<file path="src/rtl/dcpu16_barb_if.sv">
// Simple strobe/acknowledge bus shared by the F, G and memory ports.
// The master drives address, strobe, write enable and write data;
// the slave returns read data and a single-cycle acknowledge.
interface dcpu16_barb_if;
  logic [15:0] adr;
  logic        stb;
  logic        wre;
  logic [15:0] dto;
  logic [15:0] dti;
  logic        ack;

  modport master (output adr, output stb, output wre, output dto,
                  input  dti, input  ack);
  modport slave  (input  adr, input  stb, input  wre, input  dto,
                  output dti, output ack);
endinterface

</file>
<file path="src/rtl/dcpu16_barb.sv">
// Two-port arbiter in front of a single memory master.
// A round starts in IDLE by sampling both slave strobes; G is served before F,
// then both requesters are acknowledged together in one RESP cycle.
module dcpu16_barb (
  input  logic                 clk,
  input  logic                 rst,
  dcpu16_barb_if.slave         f,
  dcpu16_barb_if.slave         g,
  dcpu16_barb_if.master        m
);

  localparam int unsigned AW = 16;
  localparam int unsigned DW = 16;

  typedef enum logic [1:0] {IDLE, GACC, FACC, RESP} state_t;

  state_t        state_q, state_d;
  logic          pf_q, pf_d;
  logic          pg_q, pg_d;
  logic [AW-1:0] fa_q, fa_d;
  logic [AW-1:0] ga_q, ga_d;
  logic          fw_q, fw_d;
  logic          gw_q, gw_d;
  logic [DW-1:0] fd_q, fd_d;
  logic [DW-1:0] gd_q, gd_d;
  logic [AW-1:0] madr_q, madr_d;
  logic          mstb_q, mstb_d;
  logic          mwre_q, mwre_d;
  logic [DW-1:0] mdto_q, mdto_d;
  logic          fack_q, fack_d;
  logic          gack_q, gack_d;
  logic [DW-1:0] fbuf_q, fbuf_d;
  logic [DW-1:0] gbuf_q, gbuf_d;

  assign m.adr = madr_q;
  assign m.stb = mstb_q;
  assign m.wre = mwre_q;
  assign m.dto = mdto_q;
  assign f.ack = fack_q;
  assign g.ack = gack_q;
  assign f.dti = fbuf_q;
  assign g.dti = gbuf_q;

  // Next-state and next-output decode; every master/ack output is registered.
  always_comb begin
    state_d = state_q;
    pf_d    = pf_q;
    pg_d    = pg_q;
    fa_d    = fa_q;
    ga_d    = ga_q;
    fw_d    = fw_q;
    gw_d    = gw_q;
    fd_d    = fd_q;
    gd_d    = gd_q;
    madr_d  = madr_q;
    mstb_d  = 1'b0;
    mwre_d  = mwre_q;
    mdto_d  = mdto_q;
    fack_d  = 1'b0;
    gack_d  = 1'b0;
    fbuf_d  = fbuf_q;
    gbuf_d  = gbuf_q;

    unique case (state_q)
      IDLE: begin
        if (g.stb || f.stb) begin
          pf_d = f.stb;
          pg_d = g.stb;
          fa_d = f.adr;
          fw_d = f.wre;
          fd_d = f.dto;
          ga_d = g.adr;
          gw_d = g.wre;
          gd_d = g.dto;
        end
        if (g.stb) begin
          state_d = GACC;
          mstb_d  = 1'b1;
          madr_d  = g.adr;
          mwre_d  = g.wre;
          mdto_d  = g.dto;
        end else if (f.stb) begin
          state_d = FACC;
          mstb_d  = 1'b1;
          madr_d  = f.adr;
          mwre_d  = f.wre;
          mdto_d  = f.dto;
        end
      end

      GACC: begin
        // An ack only counts against a strobe we are actually presenting.
        if (mstb_q && m.ack) begin
          gbuf_d = m.dti;
          if (pf_q) begin
            state_d = FACC;
          end else begin
            state_d = RESP;
            gack_d  = pg_q;
            fack_d  = pf_q;
          end
        end else begin
          mstb_d = 1'b1;
          madr_d = ga_q;
          mwre_d = gw_q;
          mdto_d = gd_q;
        end
      end

      FACC: begin
        // Entered from GACC with strobe low, which yields the mandatory gap cycle.
        if (mstb_q && m.ack) begin
          fbuf_d  = m.dti;
          state_d = RESP;
          fack_d  = pf_q;
          gack_d  = pg_q;
        end else begin
          mstb_d = 1'b1;
          madr_d = fa_q;
          mwre_d = fw_q;
          mdto_d = fd_q;
        end
      end

      RESP: begin
        state_d = IDLE;
      end

      default: begin
        state_d = IDLE;
      end
    endcase
  end

  // State and registered outputs with synchronous reset.
  always_ff @(posedge clk) begin
    if (rst) begin
      state_q <= IDLE;
      pf_q    <= 1'b0;
      pg_q    <= 1'b0;
      fa_q    <= '0;
      ga_q    <= '0;
      fw_q    <= 1'b0;
      gw_q    <= 1'b0;
      fd_q    <= '0;
      gd_q    <= '0;
      madr_q  <= '0;
      mstb_q  <= 1'b0;
      mwre_q  <= 1'b0;
      mdto_q  <= '0;
      fack_q  <= 1'b0;
      gack_q  <= 1'b0;
      fbuf_q  <= '0;
      gbuf_q  <= '0;
    end else begin
      state_q <= state_d;
      pf_q    <= pf_d;
      pg_q    <= pg_d;
      fa_q    <= fa_d;
      ga_q    <= ga_d;
      fw_q    <= fw_d;
      gw_q    <= gw_d;
      fd_q    <= fd_d;
      gd_q    <= gd_d;
      madr_q  <= madr_d;
      mstb_q  <= mstb_d;
      mwre_q  <= mwre_d;
      mdto_q  <= mdto_d;
      fack_q  <= fack_d;
      gack_q  <= gack_d;
      fbuf_q  <= fbuf_d;
      gbuf_q  <= gbuf_d;
    end
  end

endmodule

</file>
<file path="src/flat_wrapper.sv">
// flat-port wrapper written by rule: the top's interface ports become plain ports
module dcpu16_barb_flat 
  (clk, rst, f_adr, f_stb, f_wre, f_dto, f_dti, f_ack, g_adr, g_stb, g_wre, g_dto, g_dti, g_ack, m_adr, m_stb, m_wre, m_dto, m_dti, m_ack);
  dcpu16_barb_if f_i ();
  dcpu16_barb_if g_i ();
  dcpu16_barb_if m_i ();
  input  logic clk;
  input  logic rst;
  input wire logic [$bits(f_i.adr)-1:0] f_adr;
  input wire logic [$bits(f_i.stb)-1:0] f_stb;
  input wire logic [$bits(f_i.wre)-1:0] f_wre;
  input wire logic [$bits(f_i.dto)-1:0] f_dto;
  output wire logic [$bits(f_i.dti)-1:0] f_dti;
  output wire logic [$bits(f_i.ack)-1:0] f_ack;
  input wire logic [$bits(g_i.adr)-1:0] g_adr;
  input wire logic [$bits(g_i.stb)-1:0] g_stb;
  input wire logic [$bits(g_i.wre)-1:0] g_wre;
  input wire logic [$bits(g_i.dto)-1:0] g_dto;
  output wire logic [$bits(g_i.dti)-1:0] g_dti;
  output wire logic [$bits(g_i.ack)-1:0] g_ack;
  output wire logic [$bits(m_i.adr)-1:0] m_adr;
  output wire logic [$bits(m_i.stb)-1:0] m_stb;
  output wire logic [$bits(m_i.wre)-1:0] m_wre;
  output wire logic [$bits(m_i.dto)-1:0] m_dto;
  input wire logic [$bits(m_i.dti)-1:0] m_dti;
  input wire logic [$bits(m_i.ack)-1:0] m_ack;
  assign f_i.adr = f_adr;
  assign f_i.stb = f_stb;
  assign f_i.wre = f_wre;
  assign f_i.dto = f_dto;
  assign f_dti = f_i.dti;
  assign f_ack = f_i.ack;
  assign g_i.adr = g_adr;
  assign g_i.stb = g_stb;
  assign g_i.wre = g_wre;
  assign g_i.dto = g_dto;
  assign g_dti = g_i.dti;
  assign g_ack = g_i.ack;
  assign m_adr = m_i.adr;
  assign m_stb = m_i.stb;
  assign m_wre = m_i.wre;
  assign m_dto = m_i.dto;
  assign m_i.dti = m_dti;
  assign m_i.ack = m_ack;
  dcpu16_barb u_core (.clk(clk), .rst(rst), .f(f_i), .g(g_i), .m(m_i));
endmodule
</file>
<file path="config.mk">
export PLATFORM = sky130hd
export DESIGN_NAME = dcpu16_barb_flat
export DESIGN_NICKNAME = d
export VERILOG_FILES = /design/src/rtl/dcpu16_barb_if.sv /design/src/rtl/dcpu16_barb.sv /design/src/flat_wrapper.sv
export SDC_FILE = /design/constraint.sdc
export NUM_CORES = 1
export LEC_CHECK = 0
export ABC_AREA = 1
export CAP_MARGIN = 5
export CELL_PAD_IN_SITES_DETAIL_PLACEMENT = 0
export CELL_PAD_IN_SITES_GLOBAL_PLACEMENT = 1
export CORE_UTILIZATION = 37
export DETAILED_ROUTE_END_ITERATION = 10
export MAX_ROUTING_LAYER = met4
export PLACE_DENSITY_LB_ADDON = 0.12
export SYNTH_ARGS = -nofsm -noshare
export SYNTH_HDL_FRONTEND = slang
export SYNTH_SLANG_ARGS = --single-unit
</file>
<file path="constraint.sdc">
create_clock -name clk -period 3.6 [get_ports clk]
set_input_delay 0.72 -clock clk [delete_from_list [all_inputs] [get_ports clk]]
set_output_delay 0.72 -clock clk [all_outputs]
set_load 0.02 [all_outputs]
</file>
==> results by group, run 1 <==
STA
  • Setup Skew: about 0.0050 ns
  • Pins Over Slew Limit: 0
  • Clock period minus worst slack: about 2.3 ns
  • Final setup violation count: 0
  • Hold Fails Final Rpt: 0
  • Slew HR: 0.4449
  • RSZ-0062 raised after global routing: no
  • Total negative setup slack: 0 ns
  • Worst Max-Slew Pin Slew: 0.8314 ns
  • Tcrit/Tclk final: 0.6288
  • FMAX: 0.4417 GHz

Detailed routing
  • Via count: ~6100
  • ANT nets after route: 0
  • # DRC: 0
  • Initial DRC count: 488
  • Vias per cell: 4.800
  • Routed Wire Length: between 15000 and 20000 um
  • Routed len/inst: 14.10 um
  • Router iterations before antenna repair: 5

Run
  • Max cap viols: 0

Synthesis
  • Synth unique cells: 25
  • Syn. warnings: 0
  • Synth Instances: slightly above 900
  • Synthesized Nets: 1011
  • Seq cells post-synth: between 100 and 150
  • Post-Syn Area: 6167 um^2
  • Syn_area_per_cell: 6.725 um^2
  • Sequential element share of the synthesized area: 0.4480

Clocking
  • TritonCTS clock tree: yes
  • H-tree levels: 4
  • CTS Buf Count: 17
  • Root buffer cell: clkbuf_16
  • Clk sinks: 138
  • Worst-path clk slew: 0.06 ns
  • Setup Fix Bufs, Post-CTS: 0
  • PostCTS Resize Cnt: 0
  • Max Buffers Root-to-Sink: 2
  • CTS Hold Buffers Added: 0
  • Clock Latency Late Sink: 0.42 ns

Layout
  • Multi-input gate area: just over 3000 um^2
  • Fillers: 1646
  • NumNets Final: 1133
  • N_diodes: 0
  • Cell area after layout: ~8400 um^2
  • Fraction of layout cells with a size suffix above 1: 0.05513
  • FF/Latch Area: between 2000 and 3000 um^2
  • Synth-to-Final Area Change: 36.46%

Critical path
  • WP buf/inv: 1
  • Startpoint types: register
  • Critical Path Stages: 1
  • CP max FO: 4
  • Worst Reg-to-Reg Cells: 9
  • Slowest cell delay on critical path: 0.68 ns
  • Arr. time, crit path: 1.54 ns
  • Cells along the critical path: clkdlybuf4s50_1
  • CP max stage cell: clkdlybuf4s50_1
  • Critical path endpoint category: output pin
  • Crit path max-delay family: buffers and inverters
  • Setup crit end: m_stb
  • CP Class: register to output pin
  • CP Launch Point: u_core.m.stb$_SDFF_PP0_
  • Reg-to-reg endpoint: u_core.m.adr[11]$_SDFFE_PP0P_
  • WP data required: 2.88 ns
  • R2R setup slack: 1.37 ns
  • Worst reg2reg startpoint: u_core.state_q[1]$_SDFFE_PP0P_

Min path
  • Tightest Hold Check Type: register to register

Power
  • Worst VDD drop: 336.9 uV
  • Power per Cell Area: 826.4 nW/um^2
  • P_leak: approximately 3.5 nW
  • Tot Pwr: 6.955 mW

Die
  • Row count: 46
  • Die ar.: between 15000 and 20000 um^2
  • I/O pins: 155
  • Die Wd: 131.1 um
  • Initial Util: 0.3841
  • Core area: 16060 um^2
  • Die Y: between 100 and 150 um

Global route
  • Vias in the first global route: 5599
  • Global Route Usage Sum: 0.2189
  • Overflow after GRT: 0
  • Largest net degree at the start of global routing: 69
  • Number of antenna violations at the first check in global routing: 0
  • First-pass GRT wire length: 29170 um

Place
  • DP Area: 7777 um^2
  • Final Wtd Congestion: 0.7600
  • Detail Placement HPWL: roughly 11000 um
  • IO Port Bufs: 154

Status
  • Outcome: complete, no violations
## cell usage in the layout, fill, tap and decap left out, drive strengths merged
cell type,instances
nand2,278
nor2,200
clkdlybuf4s50,153
dfxtp,138
nand3,97
o21ai,73
a21oi,37
clkbuf,21
buf,16
inv,11
ha,7
clkinvlp,5
o21bai,4
bufinv,4
clkinv,3
and2,2
nor3,2
nand4,1
## state kept, by name (all words and copies together) (netlist names), 16 cells and up
name,cells
u_core.fd_q,16
u_core.m.adr,16
u_core.gd_q,16
u_core.ga_q,16
u_core.g.dti,16
u_core.m.dto,16
u_core.f.dti,16
u_core.fa_q,16
## where the power goes
group | switching, mW | total (mW) | leakage [nW] | internal [mW]
combinational | 1.75 | 2.82 | 2.08 | 1.07
sequential | 0.248 | 2.25 | 1.14 | 2.00
clock | 0.678 | 1.89 | 0.297 | 1.21
## area by class of cell
cell class,count,share of cell area
clock buffers,21,0.05590
clock inverters,11,0.01992
inverters,12,0.005352
multi-input cells,701,0.3610
flip-flops and latches,138,0.3283
well taps,216,0.03211
repair buffers,169,0.1974
## metrics by stage
| step | hold slack [ns] | cells | worst slack (ns) | utilization |
|---|---|---|---|---|
| after global placement | 0.4527 | 1236 | 1.105 | 0.4843 |
| after CTS | 0.4627 | 1268 | 1.316 | 0.5241 |
| after floorplan | 0.4361 | 917 | 2.000 | - |
| after detailed placement | 0.4539 | 1236 | 1.054 | 0.4843 |
| final | 0.4626 | 1268 | 1.336 | 0.5241 |
| after global routing | 0.4834 | 1268 | 1.144 | 0.5241 |
## how the worst min path moves through the flow
stage,slack [ns],cells after the start,endpoint,start
6_report,0.46,2,u_core.g.dti[6]$_SDFFE_PP0P_,u_core.g.dti[6]$_SDFFE_PP0P_
5_1_grt,0.48,2,u_core.g.dti[7]$_SDFFE_PP0P_,u_core.g.dti[7]$_SDFFE_PP0P_
4_1_cts,0.46,2,u_core.f.ack$_SDFF_PP0_,u_core.pf_q$_SDFFE_PP0P_
3_5_place_dp,0.45,2,u_core.f.ack$_SDFF_PP0_,u_core.pf_q$_SDFFE_PP0P_
3_3_place_gp,0.45,2,u_core.f.dti[7]$_SDFFE_PP0N_,u_core.f.dti[7]$_SDFFE_PP0N_
2_1_floorplan,0.44,2,u_core.f.ack$_SDFF_PP0_,u_core.pf_q$_SDFFE_PP0P_
## cell families after synthesis
kind of cell	after synthesis	share of synthesized area
DFF	138	0.4480
adders and majority gates	7	0.01420
buffers and inverters	78	0.06188
and+or+nand+nor	580	0.3812
AOI/OAI and AO/OA	114	0.09475
## worst min-delay path: cells and delay by family (launching register included)
family          cells  cell delay, ns
compound gates      1            0.05
simple gates        1            0.06
flops               1            0.31
## cell usage after synthesis (all sizes together)
cell type / number / area share
a21oi: 37 / 0.030
clkbuf: 28 / 0.017
o21ai: 73 / 0.060
inv: 11 / 0.0067
nor3: 2 / 0.0016
o21bai: 4 / 0.0049
ha: 7 / 0.014
and2: 2 / 0.0020
clkinv: 1 / 0.00061
nand2: 278 / 0.17
nand4: 1 / 0.0010
nor2: 200 / 0.12
nand3: 97 / 0.083
dfxtp: 138 / 0.45
buf: 38 / 0.038
## layer usage
layer | GRT usage | up-vias | routed length [um]
met3 | 0.03897 | 13 | 811
met2 | 0.3481 | 163 | 8395
li1 | - | 3165 | -
met5 | - | - | 0
met1 | 0.2831 | 2745 | 8496
met4 | 0.06405 | 0 | 179
No activity file was read; power rests on OpenSTA's default activity.
==> inputs of run 2 (changes only) <==
--- a/config.mk
+++ b/config.mk
@@ -9,7 +9,7 @@
 export CAP_MARGIN = 5
 export CELL_PAD_IN_SITES_DETAIL_PLACEMENT = 0
 export CELL_PAD_IN_SITES_GLOBAL_PLACEMENT = 1
-export CORE_UTILIZATION = 37
+export CORE_UTILIZATION = 31
 export DETAILED_ROUTE_END_ITERATION = 10
 export MAX_ROUTING_LAYER = met4
 export PLACE_DENSITY_LB_ADDON = 0.12
==> constraint.sdc (replaced) <==
create_clock -name clk -period 1.8 [get_ports clk]
set_input_delay 0.36 -clock clk [delete_from_list [all_inputs] [get_ports clk]]
set_output_delay 0.36 -clock clk [all_outputs]
set_load 0.02 [all_outputs]
==> run 2 against run 1 <==
Hold slack about the same. Via count increased by 0.12%. Global-route usage fell by 2.3 points. Clock power rose by 78%. Highest routed layer unchanged. Critical path depth stayed put. Sequential share of layout area is 1.0 points lower. Largest cell class unchanged.
==> results by group, run 2 (same netlist as run 1, synthesis figures left out) <==
Detailed routing
  • Met3 wire len: 796 um (-1.8%)
  • Routed len/inst: 13.95 um (-1.1%)
  • Vias per cell: 4.550 (-5.2%)
  • Metal2 WL: 8866 um (+5.6%)
  • Routed Wire Length: 18690 um (+4.5%)
  • Via count: 6093 (+0.12%)
  • Initial DRC count: 322 (-34%)
  • Router iterations before antenna repair: 4 (-1)
  • M1 WL: 8836 um (+4.0%)
  • Top layer in use: met4
  • # DRC: 0 (unchanged)
  • ANT nets after route: 0 (unchanged)

STA
  • Final setup violation count: 0 (unchanged)
  • Tcrit/Tclk final: 0.9699
  • RSZ-0062 raised after global routing: yes
  • Setup Skew: 0.009180 ns (+0.004143 ns)
  • Hold Fails Final Rpt: 0 (unchanged)
  • Worst Max-Slew Pin Slew: 0.3830 ns (-0.4484 ns)
  • Pins Over Slew Limit: 0 (unchanged)
  • Slew HR: 0.7447 (+0.2997)
  • Clock period minus worst slack: ~1.7 ns
  • FMAX: 0.5728 GHz

Min path
  • Tightest Hold Check Type: register to register
  • WHS Path Cells: 2 (unchanged)
  • Hold Path End: u_core.pg_q$_SDFFE_PP0P_
  • Hold_sp: u_core.pg_q$_SDFFE_PP0P_

Layout
  • Core Util, Final: 0.4464 (-0.07772)
  • Commonest non-fill, non-tap cells in the layout: nand2_1, nor2_1, clkdlybuf4s50_1, dfxtp_1, nand3_1
  • Fillers: 2061 (+25%)
  • Fraction of layout cells with a size suffix above 1: 0.07635 (+0.02122)
  • Most common cell after layout, fill and taps aside: nand2_1
  • Synth-to-Final Area Change: 40.86%
  • N_diodes: 0 (unchanged)
  • NumNets Final: 1155 (+1.9%)

Power
  • Power per Cell Area: 1611 nW/um^2 (+95%)
  • Tot Pwr: 13.99 mW (+100%)
  • P_leak: 3.691 nW (+4.9%)
  • Worst VDD drop: 1032 uV (+210%)

Critical path
  • Worst reg2reg startpoint: u_core.state_q[0]$_SDFFE_PP0P_
  • Startpoint types: register
  • WP data required: 1.44 ns (-1.44 ns)
  • Worst Reg-to-Reg Cells: 8 (-1)
  • Critical path endpoint category: output pin
  • R2R setup slack: 0.13 ns (-1.24 ns)
  • Cells along the critical path: clkdlybuf4s50_1
  • Reg-to-reg endpoint: u_core.m.wre$_SDFFE_PP0P_
  • Crit path max-delay family: buffers and inverters
  • CP max FO: 2 (-2)
  • Arr. time, crit path: 1.39 ns (-0.15 ns)
  • CP Class: register to output pin
  • CP max stage cell: clkdlybuf4s50_1
  • Slowest cell delay on critical path: 0.62 ns (-0.06 ns)
  • WP buf/inv: 1 (unchanged)

Die
  • Die Y: 143.0 um (+9.1%)
  • Row count: 51 (+11%)
  • Die ar.: 20460 um^2 (+19%)
  • I/O pins: 155 (unchanged)
  • Core area: 19460 um^2 (+21%)
  • Initial Util: 0.3169 (-0.06718)
  • Die Wd: 143.0 um (+9.1%)

Place
  • Detail Placement HPWL: 12160 um (+9.5%)
  • Final Wtd Congestion: 0.7492 (-1.4%)
  • IO Port Bufs: 154 (unchanged)

Clocking
  • Root buffer cell: clkbuf_16
  • H-tree levels: 4 (unchanged)
  • TritonCTS clock tree: yes
  • Clock Latency Late Sink: 0.42 ns (about the same)
  • Clk sinks: 138 (unchanged)
  • Worst-path clk slew: 0.06 ns (about the same)
  • Max Buffers Root-to-Sink: 2 (unchanged)
  • CTS Buf Count: 17 (unchanged)

Global route
  • Global Route Usage Sum: 0.1955 (-0.02338)
  • Vias in the first global route: 5699 (+1.8%)
  • Overflow after GRT: 0 (unchanged)
  • First-pass GRT wire length: 29790 um (+2.1%)
  • Largest net degree at the start of global routing: 65 (-5.8%)
  • Number of antenna violations at the first check in global routing: 0 (unchanged)

Run
  • Max cap viols: 0 (unchanged)

Status
  • Outcome: complete, no violations
[run 2: cell type report]
class / count / area (um^2) / share of cell area
clock inverters: 14 / 123.9 / 0.01426
repair buffers: 191 / 1946 / 0.2240
inverters: 12 / 45.04 / 0.005185
clock buffers: 18 / 439.2 / 0.05055
flip-flops and latches: 138 / 2764 / 0.3182
well taps: 265 / 331.6 / 0.03817
multi-input cells: 701 / 3038 / 0.3497
[run 2: what timing repair did]
item,4_1_cts,5_1_grt
resized for setup,1,4
endpoints found under the setup margin,1,26
buffers inserted,0,0
hold buffers,0,0
endpoints found under the hold margin,0,0
[run 2: report_power, final]
part / switching, mW / leakage (nW) / internal (mW)
Clock: 1.42 / 0.268 / 1.94
Combinational: 3.64 / 2.28 / 2.53
Sequential: 0.471 / 1.14 / 4.00
Total: 5.53 / 3.69 / 8.46
[run 2: per-layer routing]
metal | up-vias | track usage
met5 | - | -
met1 | 2729 | 0.2456
met3 | 14 | 0.03253
li1 | 3212 | -
met2 | 138 | 0.3173
met4 | 0 | 0.06508
[run 2: through the flow]
step                area, um^2  setup TNS, ns  hold slack [ns]  instances  setup slack [ns]
floorplan                 6167              0           0.4361        917            0.1995
CTS                       8678              0           0.4640       1339           0.02035
finish                    8687              0           0.4625       1339           0.05414
global route              8687       -0.03399           0.4766       1339          -0.01968
detailed placement        8117       -0.04821           0.4548       1307          -0.02277
global placement          8117              0           0.4510       1307           0.01857
[run 2: worst max-delay path by stage]
stage                              startpoint                             to  slack [ns]  depth (start not counted)
2_1_floorplan  u_core.state_q[1]$_SDFFE_PP0P_  u_core.m.adr[10]$_SDFFE_PP0P_        0.20                         10
3_3_place_gp                            m_ack      u_core.m.wre$_SDFFE_PP0P_        0.02                          7
3_5_place_dp                            m_ack   u_core.m.adr[8]$_SDFFE_PP0P_       -0.02                          7
4_1_cts         u_core.m.dto[14]$_SDFFE_PP0P_                      m_dto[14]        0.02                          1
5_1_grt        u_core.state_q[0]$_SDFFE_PP0P_      u_core.m.wre$_SDFFE_PP0P_       -0.02                          8
6_report         u_core.f.dti[5]$_SDFFE_PP0N_                       f_dti[5]        0.05                          1
==> inputs of run 3 (changes only) <==
--- a/config.mk
+++ b/config.mk
@@ -9,6 +9,7 @@
 export CAP_MARGIN = 5
 export CELL_PAD_IN_SITES_DETAIL_PLACEMENT = 0
 export CELL_PAD_IN_SITES_GLOBAL_PLACEMENT = 1
+export CORE_MARGIN = 2
 export CORE_UTILIZATION = 31
 export DETAILED_ROUTE_END_ITERATION = 10
 export MAX_ROUTING_LAYER = met4
==> constraint.sdc (replaced) <==
create_clock -name clk -period 1.8 [get_ports clk]
set_input_delay 0.36 -clock clk [delete_from_list [all_inputs] [get_ports clk]]
set_output_delay 0.36 -clock clk [all_outputs]
set_load 0.005 [all_outputs]
==> run 3 against run 2 <==
Sequential cell count unchanged. Highest routed layer unchanged. Final cell count decreased by 0.15%. Combinational power shrank 6.8%. Register-to-register slack better by 0.03 ns. Setup slack improved by 0.018 ns. Via count shrank 0.71%. Design area grew 0.26%. Largest power group unchanged. Clock skew increased by 0.0024 ns.
==> results by group, run 3 (same netlist as run 1, synthesis figures left out) <==
Global route
  • Number of antenna violations at the first check in global routing: 0 (unchanged)
  • Overflow after GRT: 0 (unchanged)
  • Vias in the first global route: 5994 (+5.2%)
  • Global Route Usage Sum: 0.1873 (-0.008185)
  • First-pass GRT wire length: 30820 um (+3.5%)
  • Largest net degree at the start of global routing: 57 (-12%)

Layout
  • Fillers: 2115 (+2.6%)
  • Commonest non-fill, non-tap cells in the layout: nand2_1, nor2_1, clkdlybuf4s50_1, dfxtp_1, nand3_1
  • N_diodes: 0 (unchanged)
  • Synth-to-Final Area Change: 41.23%
  • NumNets Final: 1153 (-0.17%)
  • Fraction of layout cells with a size suffix above 1: 0.07649 (+0.0001424)
  • Final cell count without fillers: 1337 (-0.15%)
  • FF/Latch Area: 2766 um^2 (about the same)
  • Core Util, Final: 0.4475 (+0.001157)
  • Cell area after layout: 8710 um^2 (+0.26%)
  • Multi-input gate area: 3038 um^2 (unchanged)
  • Most common cell after layout, fill and taps aside: nand2_1

Critical path
  • CP max FO: 4 (+2)
  • WP data required: 1.44 ns (about the same)
  • Reg-to-reg endpoint: u_core.m.wre$_SDFFE_PP0P_
  • Cells along the critical path: clkdlybuf4s50_1
  • CP max stage cell: clkdlybuf4s50_1
  • Worst reg2reg startpoint: u_core.state_q[0]$_SDFFE_PP0P_
  • Critical path endpoint category: output pin
  • Worst Reg-to-Reg Cells: 9 (+1)
  • Crit path max-delay family: buffers and inverters
  • Arr. time, crit path: 1.37 ns (-0.02 ns)
  • R2R setup slack: 0.16 ns (+0.03 ns)
  • Startpoint types: register
  • WP buf/inv: 1 (unchanged)
  • CP Class: register to output pin
  • Slowest cell delay on critical path: 0.55 ns (-0.07 ns)

Detailed routing
  • # DRC: 0 (unchanged)
  • Via count: 6050 (-0.71%)
  • Initial DRC count: 288 (-11%)
  • ANT nets after route: 0 (unchanged)
  • Router iterations before antenna repair: 5 (+1)
  • Routed Wire Length: 18650 um (-0.17%)
  • Vias per cell: 4.525 (-0.56%)
  • Routed len/inst: 13.95 um (about the same)

Die
  • I/O pins: 155 (unchanged)
  • Die Wd: 145.0 um (+1.4%)
  • Row count: 51 (unchanged)
  • Die Y: 145.0 um (+1.4%)
  • Initial Util: 0.3169 (unchanged)
  • Die ar.: 21040 um^2 (+2.8%)
  • Core area: 19460 um^2 (unchanged)

Clocking
  • TritonCTS clock tree: yes
  • Root buffer cell: clkbuf_16
  • Worst-path clk slew: 0.06 ns (about the same)
  • CTS Hold Buffers Added: 0 (unchanged)
  • CTS Buf Count: 17 (unchanged)
  • Clock Latency Late Sink: 0.42 ns (about the same)
  • Clk sinks: 138 (unchanged)
  • Max Buffers Root-to-Sink: 2 (unchanged)
  • H-tree levels: 4 (unchanged)

Min path
  • Hold Path End: u_core.g.dti[1]$_SDFFE_PP0P_
  • Hold_sp: u_core.g.dti[1]$_SDFFE_PP0P_
  • WHS Path Cells: 2 (unchanged)
  • Tightest Hold Check Type: register to register

STA
  • Worst Max-Slew Pin Slew: 0.3750 ns (-0.007945 ns)
  • Setup Skew: 0.01161 ns (+0.002428 ns)
  • Pins Over Slew Limit: 0 (unchanged)
  • Post-route setup slack: 0.07175 ns (+0.01762 ns)
  • Final setup violation count: 0 (unchanged)
  • Tcrit/Tclk final: 0.9601 (-0.009786)
  • Hold Fails Final Rpt: 0 (unchanged)
  • Slew HR: 0.7500 (+0.005297)
  • Total negative setup slack: 0 ns (unchanged)
  • Final Hold Slack: 0.4646 ns (+0.002067 ns)
  • Clock period minus worst slack: 1.728 ns (-0.01762 ns)
  • FMAX: 0.5786 GHz (+1.0%)
  • RSZ-0062 raised after global routing: no

Place
  • IO Port Bufs: 154 (unchanged)
  • DP Area: 8102 um^2 (-0.18%)
  • Worst slack, placed: -0.02928 ns (-0.006515 ns)
  • Detail Placement HPWL: 12110 um (-0.34%)
  • Placed cell count: 1305 (-0.15%)
  • Final Wtd Congestion: 0.7399 (-1.2%)

Power
  • Tot Pwr: 13.82 mW (-1.2%)
  • P_leak: 3.648 nW (-1.2%)
  • Power per Cell Area: 1587 nW/um^2 (-1.5%)
  • Worst VDD drop: 784.9 uV (-24%)

Run
  • Max cap viols: 0 (unchanged)

Status
  • Outcome: complete, no violations
run 3: routing by layer:
layer / routed length (um) / track usage / up-vias / share of wire
li1: - / - / 3208 / -
met1: 8866 / 0.2344 / 2724 / 0.48
met2: 8912 / 0.3083 / 106 / 0.48
met3: 654 / 0.03365 / 12 / 0.035
met4: 221 / 0.05842 / 0 / 0.012
met5: 0 / - / - / 0
run 3: what timing repair did:
item                                    CTS  global route
endpoints found under the setup margin    1            22
setup buffers                             0             0
cloned                                    0             0
resized for setup                         1             3
run 3: worst max-delay path by stage:
stage	end	depth (start not counted)	slack [ns]	startpoint
floorplan	u_core.m.adr[10]$_SDFFE_PP0P_	10	0.20	u_core.state_q[1]$_SDFFE_PP0P_
global placement	u_core.m.adr[13]$_SDFFE_PP0P_	8	0.02	m_ack
detailed placement	u_core.m.adr[13]$_SDFFE_PP0P_	8	-0.03	m_ack
CTS	m_stb	1	0.05	u_core.m.stb$_SDFF_PP0_
global route	u_core.m.wre$_SDFFE_PP0P_	9	0.006	u_core.state_q[0]$_SDFFE_PP0P_
finish	m_stb	1	0.07	u_core.m.stb$_SDFF_PP0_
run 3: power by group:
part           switching [mW]  internal [mW]
Combinational            3.23           2.51
Sequential              0.487           4.00
Clock                    1.41           2.18
run 3: layout make-up:
type                            count  share of cell area
Multi-Input combinational cell    701              0.3488
Sequential cell                   138              0.3176
Timing Repair Buffer              189              0.2214
Clock buffer                       17             0.04884
Tap cell                          265             0.03807
Clock inverter                     15             0.02011
Inverter                           12            0.005172
run 3: tightest hold or removal path, cell delays in order, from the launching register on:
cell and delay (ns):
dfxtp_1 0.30, nand2_1 0.06, a21oi_1 0.06
